==> config.mk <==
export PLATFORM = sky130hd
export DESIGN_NAME = mem_bus_ctrl
export DESIGN_NICKNAME = d
export VERILOG_FILES = /design/src/rtl/mem_bus_ctrl.sv
export SDC_FILE = /design/constraint.sdc
export NUM_CORES = 1
export LEC_CHECK = 0
export ABC_CLOCK_PERIOD_IN_PS = 2250
export BUFFER_PORTS_ARGS = -buffer_cell sky130_fd_sc_hd__buf_2
export CAP_MARGIN = 5
export CORE_MARGIN = 5
export CORE_UTILIZATION = 49
export DETAILED_ROUTE_END_ITERATION = 7
export GPL_ROUTABILITY_DRIVEN = 0
export PLACE_DENSITY_LB_ADDON = 0.25
export SYNTH_ARGS = -nofsm -noshare
export SYNTH_HDL_FRONTEND = slang
export SYNTH_SLANG_ARGS = --single-unit
==> constraint.sdc <==
create_clock -name Clock -period 2.25 [get_ports Clock]
set_clock_uncertainty 0.05 [all_clocks]
set_input_delay 0.45 -clock Clock [delete_from_list [all_inputs] [get_ports Clock]]
set_output_delay 0.45 -clock Clock [all_outputs]
set_load 0.005 [all_outputs]
==> src/rtl/mem_bus_ctrl.sv <==
// mem_bus_ctrl: external memory bus sequencer and two-port arbiter.
//
// Serves single-word requests from the instruction-fetch port (read only)
// and the data port (read/write), one multiplexed address/data bus cycle at
// a time: IDLE -> ADDR (1 cycle) -> DATA (1+ cycles, nWait extends) ->
// TURN (1 cycle, Ack) -> IDLE. All outputs are registered.
//
// Optional feature macro: BUS_TIMEOUT_EN
//   defined   : DATA aborts after MAX_WAIT consecutive nWait-low cycles,
//               completing with Ack and BusErr=1 (read data not updated).
//   undefined : DATA waits indefinitely, BusErr is always 0.
//
// Ports:
//   Clock, nReset              system clock, async active-low reset
//   IfReq/IfAddr/IfAck/IfRData fetch port (read only)
//   DReq/DWrite/DAddr/DWData   data port request
//   DAck/DRData                data port completion / read data
//   BusErr                     high with the Ack of a timed-out access
//   BusOut/BusIn               multiplexed address/write data out, read data in
//   ALE/nME/nOE/nWE/ENB        bus strobes and pad output enable
//   nWait                      memory wait request (active low)
module mem_bus_ctrl #(
  parameter int unsigned MAX_WAIT = 15
) (
  input  logic        Clock,
  input  logic        nReset,
  input  logic        IfReq,
  input  logic [15:0] IfAddr,
  output logic        IfAck,
  output logic [15:0] IfRData,
  input  logic        DReq,
  input  logic        DWrite,
  input  logic [15:0] DAddr,
  input  logic [15:0] DWData,
  output logic        DAck,
  output logic [15:0] DRData,
  output logic        BusErr,
  output logic [15:0] BusOut,
  input  logic [15:0] BusIn,
  output logic        ALE,
  output logic        nME,
  output logic        nOE,
  output logic        nWE,
  output logic        ENB,
  input  logic        nWait
);

  localparam int unsigned DW = 16;

  localparam logic [1:0] S_IDLE = 2'd0;
  localparam logic [1:0] S_ADDR = 2'd1;
  localparam logic [1:0] S_DATA = 2'd2;
  localparam logic [1:0] S_TURN = 2'd3;

  // Elaboration-time guard on the timeout limit.
  if (MAX_WAIT < 1 || MAX_WAIT > 255) begin : g_bad_max_wait
    $error("mem_bus_ctrl: MAX_WAIT must be in 1..255");
  end

  // Latched winner of arbitration; the address lives in BusOut itself.
  typedef struct packed {
    logic          is_data;
    logic          wr;
    logic [DW-1:0] wdata;
  } xfer_t;

  logic [1:0] state, state_nxt;
  xfer_t      xfer, xfer_nxt;
  logic       last_data, last_data_nxt;   // 1 = data port was served last

  logic          ale_nxt, nme_nxt, noe_nxt, nwe_nxt, enb_nxt;
  logic          if_ack_nxt, d_ack_nxt, bus_err_nxt;
  logic [DW-1:0] bus_out_nxt, if_rdata_nxt, d_rdata_nxt;

  logic pick_data;

`ifdef BUS_TIMEOUT_EN
  localparam int unsigned CW = $clog2(MAX_WAIT + 1);
  logic [CW-1:0] wait_cnt, wait_cnt_nxt;
`endif

  // Round-robin pick: data wins only if fetch is idle or fetch was served last.
  assign pick_data = DReq && (!IfReq || !last_data);

  // State and output registers.
  always_ff @(posedge Clock or negedge nReset) begin
    if (!nReset) begin
      state     <= S_IDLE;
      xfer      <= '0;
      last_data <= 1'b1;
      ALE       <= 1'b0;
      nME       <= 1'b1;
      nOE       <= 1'b1;
      nWE       <= 1'b1;
      ENB       <= 1'b0;
      BusOut    <= '0;
      IfAck     <= 1'b0;
      DAck      <= 1'b0;
      BusErr    <= 1'b0;
      IfRData   <= '0;
      DRData    <= '0;
`ifdef BUS_TIMEOUT_EN
      wait_cnt  <= '0;
`endif
    end else begin
      state     <= state_nxt;
      xfer      <= xfer_nxt;
      last_data <= last_data_nxt;
      ALE       <= ale_nxt;
      nME       <= nme_nxt;
      nOE       <= noe_nxt;
      nWE       <= nwe_nxt;
      ENB       <= enb_nxt;
      BusOut    <= bus_out_nxt;
      IfAck     <= if_ack_nxt;
      DAck      <= d_ack_nxt;
      BusErr    <= bus_err_nxt;
      IfRData   <= if_rdata_nxt;
      DRData    <= d_rdata_nxt;
`ifdef BUS_TIMEOUT_EN
      wait_cnt  <= wait_cnt_nxt;
`endif
    end
  end

  // Next state and next registered outputs (outputs reflect the state entered).
  always_comb begin
    state_nxt     = state;
    xfer_nxt      = xfer;
    last_data_nxt = last_data;
    ale_nxt       = 1'b0;
    nme_nxt       = 1'b1;
    noe_nxt       = 1'b1;
    nwe_nxt       = 1'b1;
    enb_nxt       = 1'b0;
    bus_out_nxt   = BusOut;
    if_ack_nxt    = 1'b0;
    d_ack_nxt     = 1'b0;
    bus_err_nxt   = 1'b0;
    if_rdata_nxt  = IfRData;
    d_rdata_nxt   = DRData;
`ifdef BUS_TIMEOUT_EN
    wait_cnt_nxt  = wait_cnt;
`endif

    case (state)
      S_IDLE: begin
        if (IfReq || DReq) begin
          xfer_nxt.is_data = pick_data;
          xfer_nxt.wr      = pick_data && DWrite;
          xfer_nxt.wdata   = DWData;
          state_nxt        = S_ADDR;
          ale_nxt          = 1'b1;
          enb_nxt          = 1'b1;
          bus_out_nxt      = pick_data ? DAddr : IfAddr;
        end
      end

      S_ADDR: begin
        state_nxt = S_DATA;
        nme_nxt   = 1'b0;
        if (xfer.wr) begin
          nwe_nxt     = 1'b0;
          enb_nxt     = 1'b1;
          bus_out_nxt = xfer.wdata;
        end else begin
          noe_nxt = 1'b0;
        end
`ifdef BUS_TIMEOUT_EN
        wait_cnt_nxt = '0;
`endif
      end

      S_DATA: begin
        if (nWait) begin
          // Normal completion: capture read data for the winner only.
          state_nxt     = S_TURN;
          last_data_nxt = xfer.is_data;
          if (xfer.is_data) begin
            d_ack_nxt = 1'b1;
            if (!xfer.wr) d_rdata_nxt = BusIn;
          end else begin
            if_ack_nxt   = 1'b1;
            if_rdata_nxt = BusIn;
          end
`ifdef BUS_TIMEOUT_EN
        end else if (wait_cnt == CW'(MAX_WAIT)) begin
          // Timeout abort: Ack with BusErr, read data left untouched.
          state_nxt     = S_TURN;
          last_data_nxt = xfer.is_data;
          bus_err_nxt   = 1'b1;
          if (xfer.is_data) d_ack_nxt  = 1'b1;
          else              if_ack_nxt = 1'b1;
`endif
        end else begin
          // Wait extension: hold nME and the active strobe low.
          nme_nxt = 1'b0;
          if (xfer.wr) begin
            nwe_nxt     = 1'b0;
            enb_nxt     = 1'b1;
            bus_out_nxt = xfer.wdata;
          end else begin
            noe_nxt = 1'b0;
          end
`ifdef BUS_TIMEOUT_EN
          wait_cnt_nxt = wait_cnt + CW'(1);
`endif
        end
      end

      S_TURN: begin
        state_nxt = S_IDLE;
      end

      default: begin
        state_nxt = S_IDLE;
      end
    endcase
  end

endmodule

== After elaboration in Yosys (flattened, before gate mapping) ==
Index checks and enable logic that the tools add are counted.

* Bits of input ports: 70
* Output and inout bits: 56
* Logic and storage cells: 63
* Bits in registers: 76

* Bitwise logic cells: 2
* Eq/ne operators: 6
* Multiplexer cells: 26
* Reduce and logical (&&, ||, !) cells: 14

{| class="wikitable"
|+ Operator list
! kind !! number
|-
| $mux 16 || 4
|-
| $pmux 16 s3 || 1
|-
| $mux 1 || 14
|-
| $pmux 2 s4 || 1
|-
| $ne 2x2->1 const B || 3
|-
| $pmux 1 s2 || 3
|-
| $reduce_and 2->1 || 3
|-
| $reduce_and 3->1 || 2
|-
| $eq 2x2->1 const B || 2
|-
| $mux 2 || 2
|-
| $reduce_and 4->1 || 1
|-
| $pmux 1 s3 || 1
|-
| $reduce_bool 3->1 || 1
|-
| $eq 2x1->1 const B || 1
|-
| $logic_and 1x1->1 || 2
|-
| $logic_not 1->1 || 2
|-
| $logic_not 2->1 || 1
|-
| $logic_or 1x1->1 || 2
|-
| $not 1->1 || 2
|}

== Logic depth before layout (Yosys ltp) ==
Gate-level depths: netlist of run 1.

* Depth after elaboration: 6
* Depth in mapped cells: 8
* Gate-level depth less buffers: 6

== Worst setup path before layout of run 1 ==
OpenSTA, ideal clock, no wires.

* Kind: reg2reg
* Start: register state[0]
* End: register BusOut[10]
* Stages on the path, launching flop included: 9
* Clock period less this slack: 2.007 ns
* Setup time: 0.080 ns
* Arrival: 1.876 ns
* Path slack: 0.243 ns
* Cell sequence: dfrtp_1 inv_1 ha_1 nor3b_1 or3_1 or2_1 clkbuf_1 buf_6 o211ai_2

* Longest elaborated chain between the ends: 3

{| class="wikitable"
|+ Ends and longest elaborated chain
! item !! line !! text
|-
| start, declared || 67 || <nowiki>logic [1:0] state, state_nxt;</nowiki>
|-
| start signal, assigned || 106 || <nowiki>state <= state_nxt;</nowiki>
|-
| $eq 2x2->1, or another cell as far along || 146 || <nowiki>case (state)</nowiki>
|-
| $ne 2x2->1 (no source line) or $reduce_bool 3->1 (tied branches) || -- ||
|-
| $reduce_and 3->1 (no source line) || -- ||
|-
| end signal, assigned || 114 || <nowiki>BusOut <= bus_out_nxt;</nowiki>
|-
| end, declared || 38 || <nowiki>output logic [15:0] BusOut,</nowiki>
|}

Parallel ways exist; a longest one is shown, timed or not.
A chain may end at the register's enable or synchronous reset.

== Final worst setup path of run 1 ==
* Start: register state[0]
* End: register BusOut[15]

Same word-level chain as after synthesis.

==> summary.md, run 1 <==
| Metric | Value |
|---|---|
| Status | finished, final reports clean |
| Sequential fraction of the synthesis area | 0.559 |
| CP delay by family, top | simple AND/OR/NAND/NOR gates |
| Post-DP HPWL | 5.75 mm |
| Vias/cell | 5.14 |
| Layout net count | 475 |
| Minimum clock period after layout | 2.10 ns |
| PwrDens | 1560 nW/um2 |
| Final hold vios | 0 |
| Post-synth EDFFs | 0 |
| Post-CTS setup buffer count | 0 |
| FF+latch count, synth | 76 |
| Initial Util | 0.502 |
| Count of buffers from port buffering | 124 |
| Router iterations before antenna repair | 4 |
| Worst-path clk slew | 0.08 ns |
| Synth Flop Type | dfrtp_1 |
| Slowest-stage cell, CP | dfrtp_1 |
| CP max FO | 10 |
| Via Count | 2572 |
| ANT nets after route | 0 |
| Top post-synthesis cells by area | dfrtp_1 53%, mux2_2 21%, o211ai_2 3.7% |
| Layout area overhead | 30.4% |
| Max_cap viols | 0 |
| Ys async rst share | 1.00 |
| Peak supply drop | 0.776 mV |
| Largest net degree at the start of global routing | 43 |
| Die area | 8730 um2 |
| Yosys warning total | 0 |
| Syn avg cell area | 12.8 um2 |
| CTS root buf | clkbuf_8 |
| Drt initial violations | 43 |
| Initial antenna violation count | 0 |
| Yosys cell types | 33 |
| Gate Count Post-Synth | 267 |
| TritonCTS Buffers | 9 |
| Filler Cell Count | 532 |
| Sink Count | 76 |
| Yosys top cell area share | 0.528 |
| First-pass GRT wire length | 12.8 mm |
| Count leader, synth | dfrtp_1 |
| Vias in the first global route | 2669 |
| Max stage delay on crit path | 0.39 ns |
| Worst-Margin Slew | 1.04 ns |
| Maximum clock frequency | 0.477 GHz |
| Critical Path, Cell by Cell | inv_1 -> ha_1 -> and2_1 -> or3_1 -> buf_4 -> a2111oi_1 -> a221oi_1 |
| Crit path DAT | 2.25 ns |
| Die Y | 93.4 um |
| Startpoint Class | flop |
| Most frequent cells after synthesis | 72 x dfrtp_1, 63 x mux2_2, 31 x nand2_1, 14 x a22oi_1, 10 x o211ai_2 |
| HP Class | in -> reg |
| Critical Path RT | 2.40 ns |
| Clock H-tree levels | 3 |
| Synth Cell Area | 3410 um2 |
| GR Overflow Total | 0 |
| Final setup vio count | 0 |
| Setup_tns | 0 ns |
| Mapped Nets | 343 |
| Final period util | 0.932 |
| RSZ-0062 raised after global routing | false |
| Gr usage total | 0.188 |
| Ports | 126 |
| Lkg Pwr | 2.16 nW |
| Crit. End Element | flop |
| Longest Clk Path Bufs | 2 |
| Die width | 93.4 um |
| DRT Wirelength | 7.78 mm |
| Max-slew headroom | 0.304 |
| Clock latency on the worst-skew pair | 0.33 ns |
| Row cnt | 30 |
| Ant. Diodes | 0 |
| Area leader, netlist | dfrtp_1 |
| WL per Instance | 15.6 um |
| WP buf/inv | 2 |
| Finished Core Util | 0.655 |
| Core area | 6790 um2 |
| Max-slew violation count | 0 |
| CTS tree | built |
| Layout cells sized above 1 | 0.577 |
| DRC | 0 |
| Crit path kind | reg -> reg |
flip-flops by register name, summed over array words and instances (netlist names):
signal     count
nOE            1
state          2
DAck           1
DRData        16
xfer          18
nME            1
ALE            1
nWE            1
ENB            1
BusOut        16
IfAck          1
IfRData       16
last_data      1
cells in the final DEF (no fill, tap or decap), types with 7 or more instances in the layout:
| cell | synthesis | final |
|---|---|---|
| o211ai_2 | 10 | 10 |
| o21ai_0 | 7 | 7 |
| inv_1 | 9 | 9 |
| mux2_2 | 63 | 63 |
| buf_2 | 5 | 123 |
| dfrtp_1 | 72 | 72 |
| clkbuf_8 | 0 | 9 |
| buf_4 | 1 | 11 |
| a22oi_1 | 14 | 14 |
| nand2_1 | 31 | 31 |
layer usage:
layer  part of all wire  vias up  routed length, um  track usage
li1                   -     1215                  -            -
met2               0.47      108               3690        0.300
met5                  0        -                  0            0
met1               0.43     1241               3350        0.248
met3              0.083        8                646       0.0467
met4              0.012        0                 93       0.0659
report_power, final:
| part | switching [mW] | total, mW | internal (mW) |
|---|---|---|---|
| combinational | 1.59 | 3.17 | 1.58 |
| clock | 0.508 | 1.25 | 0.744 |
| sequential | 0.390 | 2.49 | 2.10 |
stage by stage:
stage               area [um2]  power (mW)  worst slack [ns]  std cells  hold slack, ns
CTS                       4440        6.98            0.0401        500           0.268
finish                    4450        6.91             0.154        500           0.288
global route              4450        7.47           0.00177        500           0.267
floorplan                 3410        4.49             0.243        267           0.104
global placement          4180        5.54             0.172        483           0.370
detailed placement        4180        5.71            0.0455        483           0.376
final cells by class:
class / instances / area (um2) / area share
sequential: 76 / 1910 / 0.429
multi-input combinational: 167 / 1410 / 0.317
timing repair buffer: 136 / 728 / 0.164
clock buffer: 9 / 124 / 0.0279
clock inverter: 7 / 123 / 0.0276
tap: 96 / 120 / 0.0270
inverter: 9 / 33.8 / 0.00760
worst paths after layout:
kind                            cells past startpoint        from  slack [ns]           to
max in group asynchronous                           3      nReset        0.98    last_data
min in group asynchronous                           2      nReset        0.54  IfRData[14]
worst max register to register                      7    state[0]        0.15   BusOut[15]
worst min register to register                      1  IfRData[6]        0.45   IfRData[6]
worst min-delay path                                2   DWData[4]        0.29      xfer[4]
worst max-delay path                                7    state[0]        0.15   BusOut[15]
cells by family (layout without fill, tap and decap cells):
kind of cell               Yosys count  in the layout  synth area share
buffers and inverters               24            161            0.0315
other                                1              1           0.00110
DFF                                 76             76             0.559
muxes                               63             63             0.208
AOI/OAI and AO/OA                   49             49             0.114
adders and majority gates            6              6            0.0220
and+or+nand+nor                     48             48            0.0642
timing repair:
action                                  CTS  global route
hold buffers                              1             0
endpoints found under the setup margin    0            10
gates resized for setup                   0             4
hold endpoints to repair                  3             0
(Power assumes the default switching activity.)
==> inputs of run 2 (changes only) <==
--- a/config.mk
+++ b/config.mk
@@ -15,2 +15,3 @@
 export PLACE_DENSITY_LB_ADDON = 0.25
+export REMOVE_ABC_BUFFERS = 1
 export SYNTH_ARGS = -nofsm -noshare
==> constraint.sdc (replaced) <==
create_clock -name Clock -period 2.25 [get_ports Clock]
set_clock_uncertainty 0.05 [all_clocks]
set_input_delay 0.1125 -clock Clock [delete_from_list [all_inputs] [get_ports Clock]]
set_output_delay 0.1125 -clock Clock [all_outputs]
set_load 0.005 [all_outputs]
==> run 2 against run 1 <==
- sequential share of layout area down 2.8 points
- fmax down 0.74%
- global-route usage up 1.0 points
- critical path type unchanged
- setup slack worse by 0.016 ns
- clock power down 10%
- via count up 5.6%
- register-to-register slack worse by 0.02 ns
- highest routed layer unchanged
- sequential power about the same
- clock-buffer cell count up 1
- power down 0.43%
- largest power group unchanged
- critical path depth unchanged
- core utilization up 4.6 points
==> summary.md, run 2 (synthesis gave the netlist of run 1 again) <==
| Metric | Value |
|---|---|
| Ant. Diodes | 0 (unchanged) |
| Die area | 8730 um2 (unchanged) |
| Layout net count | 507 (was 475) |
| Post-DP HPWL | 5.72 mm (was 5.75 mm) |
| Clock H-tree levels | 3 (unchanged) |
| Hold Path Origin | nWait (was DWData[4]) |
| Most frequent cells in the layout | 123 x buf_2, 72 x dfrtp_1, 63 x mux2_2 (unchanged) |
| Vias/cell | 5.10 (was 5.14) |
| Final period util | 0.939 (was 0.932) |
| ANT nets after route | 0 (unchanged) |
| Layout area overhead | 39.6% (was 30.4%) |
| HP Class | in -> reg (unchanged) |
| Core area | 6790 um2 (unchanged) |
| Crit path kind | reg -> reg (unchanged) |
| Gr usage total | 0.198 (was 0.188) |
| RSZ-0062 raised after global routing | false (unchanged) |
| Worst-path clk slew | 0.07 ns (was 0.08 ns) |
| Router iterations before antenna repair | 4 (unchanged) |
| DRT Wirelength | 8.34 mm (was 7.78 mm) |
| PwrDens | 1450 nW/um2 (was 1560 nW/um2) |
| Most common cell after layout, fill and taps aside | buf_2 (unchanged) |
| Start point of the critical path | state[0] (unchanged) |
| Clock latency on the worst-skew pair | 0.34 ns (was 0.33 ns) |
| CTS root buf | clkbuf_8 (unchanged) |
| FF-to-FF Start | state[0] (unchanged) |
| Die Y | 93.4 um (unchanged) |
| Vias in the first global route | 2733 (was 2669) |
| Sink Count | 76 (unchanged) |
| Drt initial violations | 90 (was 43) |
| Largest net degree at the start of global routing | 77 (was 43) |
| WL per Instance | 15.7 um (was 15.6 um) |
| Max reg flops | 18 (unchanged) |
| CTS tree | built (unchanged) |
| Largest reg by FF count | xfer (unchanged) |
| Startpoint Class | flop (unchanged) |
| Final setup vio count | 0 (unchanged) |
| Peak supply drop | 0.645 mV (was 0.776 mV) |
| Die width | 93.4 um (unchanged) |
| Initial Util | 0.502 (unchanged) |
| Initial antenna violation count | 0 (unchanged) |
| Final hold vios | 0 (unchanged) |
| Final worst slack | 0.138 ns (was 0.154 ns) |
| Max_cap viols | 0 (unchanged) |
| First-pass GRT wire length | 13.4 mm (was 12.8 mm) |
| Ports | 126 (unchanged) |
| Total chip power | 6.89 mW (was 6.91 mW) |
| Crit path DAT | 2.27 ns (was 2.25 ns) |
| Status | finished, final reports clean (unchanged) |
| TritonCTS Buffers | 9 (unchanged) |
| Layout cells sized above 1 | 0.534 (was 0.577) |
| Crit. End Element | flop (unchanged) |
| Minimum clock period after layout | 2.11 ns (was 2.10 ns) |
| DRC | 0 (unchanged) |
| Filler Cell Count | 509 (was 532) |
| CP max FO | 17 (was 10) |
| Worst-Margin Slew | 1.01 ns (was 1.04 ns) |
| Critical Path RT | 2.41 ns (was 2.40 ns) |
| GR Overflow Total | 0 (unchanged) |
| Lkg Pwr | 2.29 nW (was 2.16 nW) |
| Row cnt | 30 (unchanged) |
| Max-slew violation count | 0 (unchanged) |
| Finished Core Util | 0.701 (was 0.655) |
| Max-slew headroom | 0.329 (was 0.304) |
| Maximum clock frequency | 0.474 GHz (was 0.477 GHz) |
| Final hold slack | 0.0222 ns (was 0.288 ns) |
| Setup WS pre-CTS | 0.0105 ns (was 0.0455 ns) |
| Longest Clk Path Bufs | 2 (unchanged) |
| Count of buffers from port buffering | 124 (unchanged) |
| Via Count | 2715 (was 2572) |
## run 2: area by class of cell
class	count	area, um2	share of cell area
repair buffers	168	1050	0.222
clock buffers	10	128	0.0268
flip-flops and latches	76	1910	0.401
multi-input cells	167	1430	0.300
well taps	96	120	0.0252
inverters	9	33.8	0.00710
clock inverters	6	88.8	0.0187
## run 2: critical path, stage by stage, from the launching register on
cell and delay, ns:
dfrtp_1 0.38, inv_1 0.13, ha_1 0.24, and2_1 0.18
or3_4 0.40, buf_6 0.17, a2111oi_1 0.34, a221oi_1 0.08
## run 2: what timing repair did
action                     CTS  global route
buffers inserted             0             1
cloned                       0             0
setup endpoints to repair    2            16
hold buffers                34             0
hold endpoints to repair   121             0
resized for setup            1             8
## run 2: final timing paths
path | endpoint | slack [ns] | cells after the start
min in group asynchronous | xfer[8] | 0.40 | 2
max in group asynchronous | DAck | 1.14 | 2
hold / removal | nWE | 0.02 | 3
hold reg to reg | xfer[15] | 0.45 | 1
setup / recovery | BusOut[15] | 0.14 | 7
setup reg to reg | BusOut[15] | 0.14 | 7
## run 2: routing by layer
metal  wire, um  up-vias  global-route usage
li1           -     1277                   -
met1       3410     1342               0.247
met2       4340       79               0.330
met3        420       17              0.0386
met4        170        0              0.0928
met5          0        -                   0
## run 2: per-stage QoR
stage / setup TNS (ns) / cell area (um2) / std cells
global route: 0 / 4760 / 532
CTS: 0 / 4720 / 531
global placement: 0 / 4170 / 481
finish: 0 / 4760 / 532
floorplan: -3.84 / 3340 / 252
detailed placement: 0 / 4170 / 481
## run 2: power breakdown
| part | leakage [nW] | internal [mW] | switching (mW) | total (mW) |
|---|---|---|---|---|
| Sequential | 0.908 | 2.10 | 0.382 | 2.48 |
| Clock | 0.102 | 0.625 | 0.496 | 1.12 |
| Combinational | 1.28 | 1.67 | 1.62 | 3.28 |
